===== src/rtl/lap_memory_recall.sv =====
// Lap history: captures live BCD time into a DEPTH-entry ring and recalls laps onto the LED byte.
// Latency: control state updates 1 cycle after a button edge; LED is registered (edge -> LED in 2 cycles).
// Backpressure: none; buttons are edge-detected levels, a full ring overwrites its oldest record.
module lap_memory_recall #(
    parameter int DEPTH  = 8,
    parameter int ADDR_W = 3
) (
    input  logic              CLK_50M,
    input  logic              reset,
    input  logic [15:0]       digits_in,
    input  logic              lap_strobe,
    input  logic              clear_laps,
    input  logic              recall_btn,
    input  logic              next_btn,
    input  logic              SW,
    output logic [7:0]        LED,
    output logic [ADDR_W:0]   lap_count,
    output logic              full,
    output logic              recall_active,
    output logic [ADDR_W-1:0] recall_index
);

    localparam int CNT_W = ADDR_W + 1;
    localparam logic [CNT_W-1:0] CNT_FULL = CNT_W'(DEPTH);

    typedef struct packed {
        logic [3:0] deca;
        logic [3:0] unit;
        logic [3:0] deci;
        logic [3:0] centi;
    } lap_rec_t;

    typedef enum logic {
        LIVE   = 1'b0,
        RECALL = 1'b1
    } state_t;

    state_t            state_q, state_d;
    logic [ADDR_W-1:0] wr_ptr_q, wr_ptr_d;
    logic [ADDR_W-1:0] idx_q, idx_d;
    logic [CNT_W-1:0]  cnt_q, cnt_d;
    logic              wr_en;

    logic lap_q, clr_q, rcl_q, nxt_q;
    logic lap_ev, clr_ev, rcl_ev, nxt_ev;

    lap_rec_t          mem [DEPTH];
    lap_rec_t          rec;
    logic [ADDR_W-1:0] rd_addr;

    assign lap_ev = lap_strobe & ~lap_q;
    assign clr_ev = clear_laps & ~clr_q;
    assign rcl_ev = recall_btn & ~rcl_q;
    assign nxt_ev = next_btn   & ~nxt_q;

    always_ff @(posedge CLK_50M) begin
        if (reset) begin
            lap_q <= 1'b0;
            clr_q <= 1'b0;
            rcl_q <= 1'b0;
            nxt_q <= 1'b0;
        end else begin
            lap_q <= lap_strobe;
            clr_q <= clear_laps;
            rcl_q <= recall_btn;
            nxt_q <= next_btn;
        end
    end

    // Priority chain: only the highest-priority event of a cycle acts.
    always_comb begin
        state_d  = state_q;
        wr_ptr_d = wr_ptr_q;
        idx_d    = idx_q;
        cnt_d    = cnt_q;
        wr_en    = 1'b0;
        if (clr_ev) begin
            state_d  = LIVE;
            wr_ptr_d = '0;
            idx_d    = '0;
            cnt_d    = '0;
        end else if (lap_ev) begin
            wr_en    = 1'b1;
            wr_ptr_d = wr_ptr_q + ADDR_W'(1);
            idx_d    = '0;
            if (cnt_q != CNT_FULL) begin
                cnt_d = cnt_q + CNT_W'(1);
            end
        end else if (rcl_ev) begin
            case (state_q)
                LIVE: begin
                    if (cnt_q != '0) begin
                        state_d = RECALL;
                        idx_d   = '0;
                    end
                end
                RECALL: begin
                    state_d = LIVE;
                    idx_d   = '0;
                end
                default: state_d = LIVE;
            endcase
        end else if (nxt_ev && (state_q == RECALL)) begin
            if (({1'b0, idx_q} + CNT_W'(1)) == cnt_q) begin
                idx_d = '0;
            end else begin
                idx_d = idx_q + ADDR_W'(1);
            end
        end
    end

    always_ff @(posedge CLK_50M) begin
        if (reset) begin
            state_q <= LIVE;
        end else begin
            state_q <= state_d;
        end
    end

    always_ff @(posedge CLK_50M) begin
        if (reset) begin
            wr_ptr_q <= '0;
            idx_q    <= '0;
            cnt_q    <= '0;
        end else begin
            wr_ptr_q <= wr_ptr_d;
            idx_q    <= idx_d;
            cnt_q    <= cnt_d;
        end
    end

    always_ff @(posedge CLK_50M) begin
        if (reset) begin
            for (int i = 0; i < DEPTH; i++) begin
                mem[i] <= '0;
            end
        end else if (wr_en) begin
            mem[wr_ptr_q] <= lap_rec_t'(digits_in);
        end
    end

    // Newest record sits one behind the write pointer; recall_index walks further back.
    assign rd_addr = wr_ptr_q - ADDR_W'(1) - idx_q;
    assign rec     = mem[rd_addr];

    always_ff @(posedge CLK_50M) begin
        if (reset) begin
            LED <= '0;
        end else if (state_q == RECALL) begin
            LED <= SW ? {rec.deca, rec.unit} : {rec.deci, rec.centi};
        end else begin
            LED <= SW ? digits_in[15:8] : digits_in[7:0];
        end
    end

    assign lap_count     = cnt_q;
    assign full          = (cnt_q == CNT_FULL);
    assign recall_active = (state_q == RECALL);
    assign recall_index  = idx_q;

endmodule


===== config.mk =====
export PLATFORM = sky130hd
export DESIGN_NAME = lap_memory_recall
export DESIGN_NICKNAME = d
export VERILOG_FILES = /design/src/rtl/lap_memory_recall.sv
export SDC_FILE = /design/constraint.sdc
export NUM_CORES = 1
export LEC_CHECK = 0
export CAP_MARGIN = 40
export CORE_MARGIN = 2
export CORE_UTILIZATION = 54
export CTS_BUF_LIST = sky130_fd_sc_hd__clkbuf_4 sky130_fd_sc_hd__clkbuf_8 sky130_fd_sc_hd__clkbuf_16
export CTS_CLUSTER_SIZE = 28
export DETAILED_ROUTE_END_ITERATION = 7
export PLACE_DENSITY = 0.73
export SETUP_SLACK_MARGIN = 0.02
export SYNTH_ARGS = -nofsm -noshare
export SYNTH_HDL_FRONTEND = slang
export SYNTH_SLANG_ARGS = --single-unit

===== constraint.sdc =====
create_clock -name CLK_50M -period 3.15 [get_ports CLK_50M]
set_input_delay 0.4725 -clock CLK_50M [delete_from_list [all_inputs] [get_ports CLK_50M]]
set_output_delay 0.4725 -clock CLK_50M [all_outputs]
set_load 0.02 [all_outputs]

* Word level (Yosys, flattened, before mapping)
Memories as Yosys holds them, arrays and structs flattened.
Index checks and enable logic that the tools add are counted.
** Storage, ports and cells
- Bits in registers :: 23
- RAM bits :: 128
- Input bits :: 23
- Output and inout bits :: 17
- Memories :: 1
** Memory list
- mem :: words 8, bits a word 16, read ports 1, clocked after memory_dff 0, write ports 8, line 47 : lap_rec_t mem [DEPTH];
** Operators by class
- Add/subtract/negate cells :: 6
- Eq/ne operators :: 4
- Multiplexer cells :: 20
- Bitwise logic cells :: 10
- Reductions and logical operators :: 9
** Operator list (number)
- $mux W8 :: 3
- $mux W16 :: 1
- $reduce_or A16 Y1 :: 1
- $mux W3 :: 5
- $mux W1 :: 9
- $add A3 B1 Y3 const B :: 2
- $not A1 Y1 :: 6
- $pmux W3 S2 :: 1
- $reduce_and A2 Y1 :: 3
- $add A3 B1 Y4 const B :: 1
- $add A4 B1 Y4 const B :: 1
- $and A1 B1 Y1 :: 4
- $eq A4 B4 Y1 :: 1
- $eq A4 B4 Y1 const B :: 1
- $ne A4 B4 Y1 const B :: 1
- $reduce_bool A4 Y1 :: 1
- $ne A3 B3 Y1 const B :: 1
- $reduce_or A3 Y1 :: 1
- $sub A3 B1 Y3 const B :: 1
- $sub A3 B3 Y3 :: 1
- $pmux W1 S2 :: 1
- $reduce_bool A2 Y1 :: 1
- $reduce_or A2 Y1 :: 1
- $logic_and A1 B1 Y1 :: 1

* Longest topological paths before layout
Gate-level depths: netlist of run 1.
- Depth after elaboration :: 9
- Depth in mapped cells :: 8

* Least setup slack after synthesis of run 1
No wires, ideal clock.
- Path type :: register to register
- Start point :: register idx_q[0] (netlist: recall_index[0])
- End point :: register LED[0]
- Library setup time :: 0.145 ns
- Data arrival time :: 2.365 ns
- Data required time :: 3.005 ns
- Slack :: 0.640 ns
- Cell stages (with the launch flop) :: 8
- Buffers on the path :: 1
- Period minus slack after synthesis :: 2.510 ns
- Path through :: dfxtp_1 -> inv_1 -> ha_1 -> fa_1 -> dlymetal6s2s_1 -> mux4_2 -> a211oi_1 -> a2111oi_2
** Between the ends
- Cells in the longest elaborated chain, start to end :: 4
** Ends and longest elaborated chain
- start: declaration :: line 40 : logic [ADDR_W-1:0] idx_q, idx_d;
- start signal: assignment :: line 127 : idx_q <= idx_d;
- $sub A3 B3 Y3 :: line 143 : assign rd_addr = wr_ptr_q - ADDR_W'(1) - idx_q;
- $mem_v2 Z8 W16
- $mux W8 :: line 150 : LED <= SW ? {rec.deca, rec.unit} : {rec.deci, rec.centi};
- $mux W8 :: line 149 : end else if (state_q == RECALL) begin
- end signal: assignment :: line 150
- end signal: assignment :: line 152 : LED <= SW ? digits_in[15:8] : digits_in[7:0];
- end: declaration :: line 16 : output logic [7:0] LED,
No other way between the ends.
A chain may end at the register's enable or synchronous reset.

* Worst setup path in the final report of run 1
- Start point :: register idx_q[0] (netlist: recall_index[0])
- End point :: register LED[7]
The elaborated chain is that of the path after synthesis.

==> metrics.md, run 1 <==
| Metric | Value |
|---|---|
| Worst-path fanout max | `15` |
| NumNets Final | `between 500 and 600` |
| Dominant synthesized flop cell | `edfxtp_1` |
| Multi-input gate area | `2530 um^2` |
| Synth top area share | `54.8%` |
| Async SR Flop Fraction | `0%` |
| Core area | `12700 um^2` |
| Die area | `~14000 um^2` |
| Slew headroom | `44.6%` |
| Yosys top cell by area | `edfxtp_1` |
| Hold WC Path Type | `flop to flop` |
| Required @ worst endpoint | `3440 ps` |
| Ys Warns | `0` |
| Antenna viol nets, final | `0` |
| Total Routing Usage GR | `24.9%` |
| Final non-filler cell total | `711` |
| Total CTS buffers | `17` |
| Top cells by area, synth | `edfxtp_1 (55%), and2_1 (11%), mux4_2 (8.3%), dfxtp_1 (6.6%), mux4_1 (2.2%)` |
| Final global-route overflow total | `0` |
| Syn Nets | `504` |
| Actual slew at the worst max-slew pin | `between 800 and 900 ps` |
| # rows | `41` |
| CTS clk-pin slew, worst paths | `60 ps` |
| Slew Viols, Final | `0` |
| Die width | `about 120 um` |
| First-pass GRT wire length | `25400 um` |
| Hold_buf cts | `0` |
| Slowest stage cell, crit path | `fa_1` |
| Max-cap violations | `0` |
| Global placer's final weighted congestion | `0.804` |
| Critical Path AT | `~3100 ps` |
| Clock buffer depth | `2` |
| Post-synth EDFFs | `128` |
| RSZ-0062 raised after global routing | `false` |
| TNS Setup | `0 ps` |
| Lkg Pwr | `0.00313 uW` |
| Critical-path cell list | `inv_1 > ha_2 > fa_1 > buf_4 > mux4_2 > nor2b_1 > a211oi_1 > a2111oi_0` |
| Synth top cells by count | `and2_1 (128), edfxtp_1 (128), mux4_2 (26)` |
| Cells after DPL | `roughly 680` |
| Vias/cell | `5.87` |
| Netlist cell types | `45` |
| Hold WS | `555 ps` |
| Setup ws final | `about 350 ps` |
| Ant diodes | `0` |
| Fill cell count | `950` |
| Routed WL | `~16000 um` |
| Clock Skew | `~8.0 ps` |
| CTS H-tree lvls | `4` |
| Fin crit period | `2800 ps` |
| Largest net degree at the start of global routing | `25` |
| Pwr/cell area | `598 nW/um^2` |
| Crit share post-route | `89.0%` |
| Final setup vio count | `0` |
| DR WL/cell | `22.8 um` |
| Maximum VDD drop | `roughly 0.44 mV` |
| Area grow syn2layout | `17.9%` |
| Vias after detailed routing | `4175` |
| Pwr Total | `roughly 4900 uW` |
| Initial antenna violation count | `0` |
| Buffers added on ports | `39` |
| Dpl hpwl | `between 10000 and 15000 um` |
| CTS resizes | `0` |
| DRC viols | `0` |
| Post-CTS Setup Inserts | `0` |
| Die Height | `118 um` |
| Initial core utilization | `55.3%` |
| Fmax | `0.357 GHz` |
| Clock sink total | `~150` |
| CP max stage delay | `between 700 and 800 ps` |
| Critical path type | `flop to flop` |
| Hold Vio Cnt, Final | `0` |
| Vias in the first global route | `4394` |
| Mapped Area | `7010 um^2` |
| Starting DRT DRC Count | `~360` |
| Count of mapped cells out of synthesis | `475` |
| Worst skew pair latency | `approximately 420 ps` |
| CP Capture Type | `flop` |
| Post-placement setup slack | `around 420 ps` |
| Root buf cell | `clkbuf_16` |
| Sequential area share after synthesis | `about three fifths` |
| Register Area | `4300 um^2` |
| CTS tree | `yes` |
| Worst setup SP type | `flop` |
| Outcome | `complete, no violations` |
| Layout cells sized above 1 | `16.1%` |
| Detailed Routing Iterations Pass 1 | `5` |
| Syn avg cell area | `14.8 um^2` |
| FF+latch count, synth | `151` |
| Io pins | `40` |
power breakdown:
part	switching [uW]	internal, uW
clock network	758	1560
registers	28.5	2240
logic	197	161
total	984	3960
per-layer routing:
| layer | GRT usage [%] | vias up | part of all wire (%) |
|---|---|---|---|
| met4 | 9.11 | 0 | 2.1 |
| met5 | 0 | - | 0 |
| li1 | - | 1867 | - |
| met3 | 5.33 | 32 | 6.6 |
| met2 | 41.8 | 175 | 50 |
| met1 | 32.0 | 2101 | 41 |
critical path: cells and delay by family, from the launching register on:
kind | cells | cell delay [ps]
DFF | 1 | 450
AOI/OAI and AO/OA | 2 | 500
muxes | 1 | 240
and+or+nand+nor | 1 | 160
adders and majority gates | 2 | 920
buffers and inverters | 2 | 410
per-stage QoR:
| stage | cell area, um^2 | util (%) |
|---|---|---|
| final | 8270 | 65.3 |
| after CTS | 8270 | 65.3 |
| after floorplan | 7010 | - |
| after global placement | 7590 | 59.9 |
| after detailed placement | 7590 | 59.9 |
| after global routing | 8270 | 65.3 |
registers in the layout, indices dropped and copies added (netlist names):
signal,cells
rcl_q,1
mem,128
lap_q,1
lap_count,4
wr_ptr_q,3
recall_index,3
LED,8
recall_active,1
nxt_q,1
clr_q,1
cell type report:
cell class	count	share of cell area, %
clock buffer	23	5.84
clock inverter	9	2.36
inverter	6	0.272
multi-input combinational	294	30.6
sequential	151	52.0
tap	172	2.60
timing repair buffer	56	6.26
cell families after synthesis:
group           synth area share (%)
buf+inv                         2.62
fa+ha+maj                       1.18
compound gates                  3.87
simple gates                    17.5
flops                           61.4
xor+xnor                        1.53
mux                             11.9
path summary, 6_finish.rpt:
kind / from / end / slack, ps / cells past startpoint
setup / recovery: recall_index[0] / LED[7] / 350 / 8
hold / removal: lap_count[1] / lap_count[1] / 550 / 2
setup reg to reg: recall_index[0] / LED[7] / 350 / 8
hold reg to reg: lap_count[1] / lap_count[1] / 550 / 2
layout by cell type (no fill, tap or decap), types with 7 or more instances in the layout:
cell               n
and2_1           128
a211oi_1          16
clkdlybuf4s50_1   39
buf_4             17
clkbuf_16         17
nand2_1            7
dfxtp_1           23
edfxtp_1         128
nor2_1            12
mux2i_1            9
or2_2              8
nor2b_1           24
mux4_2            26
Power figures use the tool's default switching activity.
==> run 2, diff against run 1 <==
--- a/config.mk
+++ b/config.mk
@@ -5,6 +5,7 @@
 export SDC_FILE = /design/constraint.sdc
 export NUM_CORES = 1
 export LEC_CHECK = 0
+export ABC_CLOCK_PERIOD_IN_PS = 3150
 export CAP_MARGIN = 40
 export CORE_MARGIN = 2
 export CORE_UTILIZATION = 54
==> results of run 2 <==
No change in the layout: final DEF, timing and power equal those of run 1.
==> run 3, diff against run 2 <==
--- a/config.mk
+++ b/config.mk
@@ -13,6 +13,7 @@
 export CTS_CLUSTER_SIZE = 28
 export DETAILED_ROUTE_END_ITERATION = 7
 export PLACE_DENSITY = 0.73
+export REMOVE_ABC_BUFFERS = 1
 export SETUP_SLACK_MARGIN = 0.02
 export SYNTH_ARGS = -nofsm -noshare
 export SYNTH_HDL_FRONTEND = slang
==> run 3 against run 2 <==
Net effect:
- critical path type unchanged
- clock skew shrank 2.6 ps
- register-to-register slack gained 180 ps
- sequential power is essentially flat
- clock power shrank 16%
- largest power group is now registers
==> metrics.md, run 3 (synthesis gave the netlist of run 1 again) <==
| Metric | Value |
|---|---|
| Outcome | `complete, no violations` |
| Actual slew at the worst max-slew pin | `around 840 ps` |
| Critical path origin | `recall_index[0]` |
| # rows | `41` |
| DRC viols | `0` |
| CTS tree | `yes` |
| Root buf cell | `clkbuf_16` |
| Met3 Resource Use GR | `7.22%` |
| Hold WC Path Type | `flop to flop` |
| Critical Path AT | `2900 ps` |
| Clock Skew | `5.39 ps` |
| Initial antenna violation count | `0` |
| Vias in the first global route | `4249` |
| Pwr/cell area | `559 nW/um^2` |
| Top Usage Layer GRT | `met2` |
| Critical path endpoint | `LED[3]` |
| Antenna viol nets, final | `0` |
| First-pass GRT wire length | `23900 um` |
| Die area | `13900 um^2` |
| Slew Viols, Final | `0` |
| Most flop-heavy register | `mem` |
| Dpl hpwl | `9370 um` |
| Slew headroom | `43.6%` |
| Total Routing Usage GR | `a little under a quarter` |
| Max-cap violations | `0` |
| Ant diodes | `0` |
| Cell family with most CP delay | `adder cells` |
| Post-CTS Setup Inserts | `0` |
| Total CTS buffers | `17` |
| Worst R2R Start | `recall_index[0]` |
| Worst setup SP type | `flop` |
| Final global-route overflow total | `0` |
| Clock buffer depth | `2` |
| Area grow syn2layout | `16.5%` |
| Crit share post-route | `83.3%` |
| Detailed Routing Iterations Pass 1 | `4` |
| NumNets Final | `553` |
| CTS resizes | `0` |
| Vias after detailed routing | `4064` |
| R2r endpoint | `LED[3]` |
| CP Capture Type | `flop` |
| Buf+Inv Stages, Crit Path | `1` |
| Buffers added on ports | `39` |
| Largest net degree at the start of global routing | `25` |
| Routed WL | `15300 um` |
| Die Height | `118 um` |
| Required @ worst endpoint | `3420 ps` |
| Core area | `12700 um^2` |
| Hold Vio Cnt, Final | `0` |
| GRT met1 Usage | `29.6%` |
| Vias/cell | `5.73` |
| Slowest stage cell, crit path | `xnor3_2` |
| Hold_buf cts | `0` |
| Hold wc startpoint | `lap_count[1]` |
| Fin crit period | `2620 ps` |
| Commonest cells after routing, fill and taps aside | `and2_1 (128), edfxtp_1 (128), clkdlybuf4s50_1 (39), mux4_2 (26), nor2b_1 (24)` |
| CTS clk-pin slew, worst paths | `60 ps` |
| R2R Setup Slk | `about 530 ps` |
| Critical path type | `flop to flop` |
| Maximum VDD drop | `0.381 mV` |
| Lkg Pwr | `roughly 0.003 uW` |
| Global placer's final weighted congestion | `0.789` |
| Die width | `118 um` |
| Worst-path fanout max | `24` |
| CTS H-tree lvls | `4` |
| R2R depth | `7` |
| Fmax | `roughly 0.38 GHz` |
| Starting DRT DRC Count | `268` |
| DR WL/cell | `21.5 um` |
| Critical-path cell list | `inv_1 > ha_2 > fa_1 > xnor3_2 > and2b_1 > a211oi_1 > a2111oi_0` |
| TNS Setup | `0 ps` |
| Initial core utilization | `55.3%` |
| Met2 usage | `39.4%` |
| Pwr Total | `4560 uW` |
| RSZ-0062 raised after global routing | `false` |
| Clock sink total | `151` |
| CP max stage delay | `510 ps` |
| Final setup vio count | `0` |
| Worst skew pair latency | `about 430 ps` |
| Max reg flops | `128` |
| Crit path depth | `7` |
| Layout cells sized above 1 | `15.5%` |
| Io pins | `40` |
==> run 3: cell count changes in the layout (fill, tap and decap cells not counted), moves of 2 or more <==
cell	before	now
buf_12	0	2
clkinvlp_4	0	3
clkbuf_8	2	0
buf_4	17	13
clkbuf_4	4	0
clkinv_1	0	3
bufinv_16	6	2
clkinv_2	3	5
==> run 3: through the flow <==
stage,std cells,util (%),instance area [um^2],hold slack [ps],setup WS (ps)
global placement,677,60.0,7610,535,554
detailed placement,677,60.0,7610,543,486
floorplan,451,-,6850,541,32.7
global route,709,64.5,8170,577,385
finish,709,64.5,8170,549,527
CTS,709,64.5,8170,550,466
==> run 3: routing by layer <==
layer	part of all wire, %	wire length [um]	up-vias
met5	0	0	-
met4	1.7	263	0
met3	6.7	1020	22
met2	51	7770	139
met1	41	6200	2043
li1	-	-	1860
==> run 3: worst min-delay path by stage <==
stage	to	slack, ps	depth (start not counted)
final	lap_count[1]	550	2
after global placement	lap_count[1]	530	2
after floorplan	LED[0]	540	1
after detailed placement	lap_count[1]	540	2
after global routing	recall_index[2]	580	2
after CTS	recall_index[2]	550	2
==> run 3: report_power, final <==
group	internal [uW]	leakage [uW]	switching (uW)
Clock	1150	0.000271	794
Combinational	165	0.00129	188
Sequential	2240	0.00151	27.2
Total	3550	0.00307	1010
==> run 3: worst min-delay path: stages, from the launching register on <==
cell,delay (ps)
dfxtp_1,360
nand2_1,80
a21oi_1,60
==> run 3: final cells by class <==
type / instances / area, um^2
Clock inverter: 15 / 136
Fill cell: 945 / 4500
Sequential cell: 151 / 4300
Timing Repair Buffer: 54 / 528
Clock buffer: 17 / 425
Inverter: 6 / 22.5
Multi-Input combinational cell: 294 / 2540
Tap cell: 172 / 215
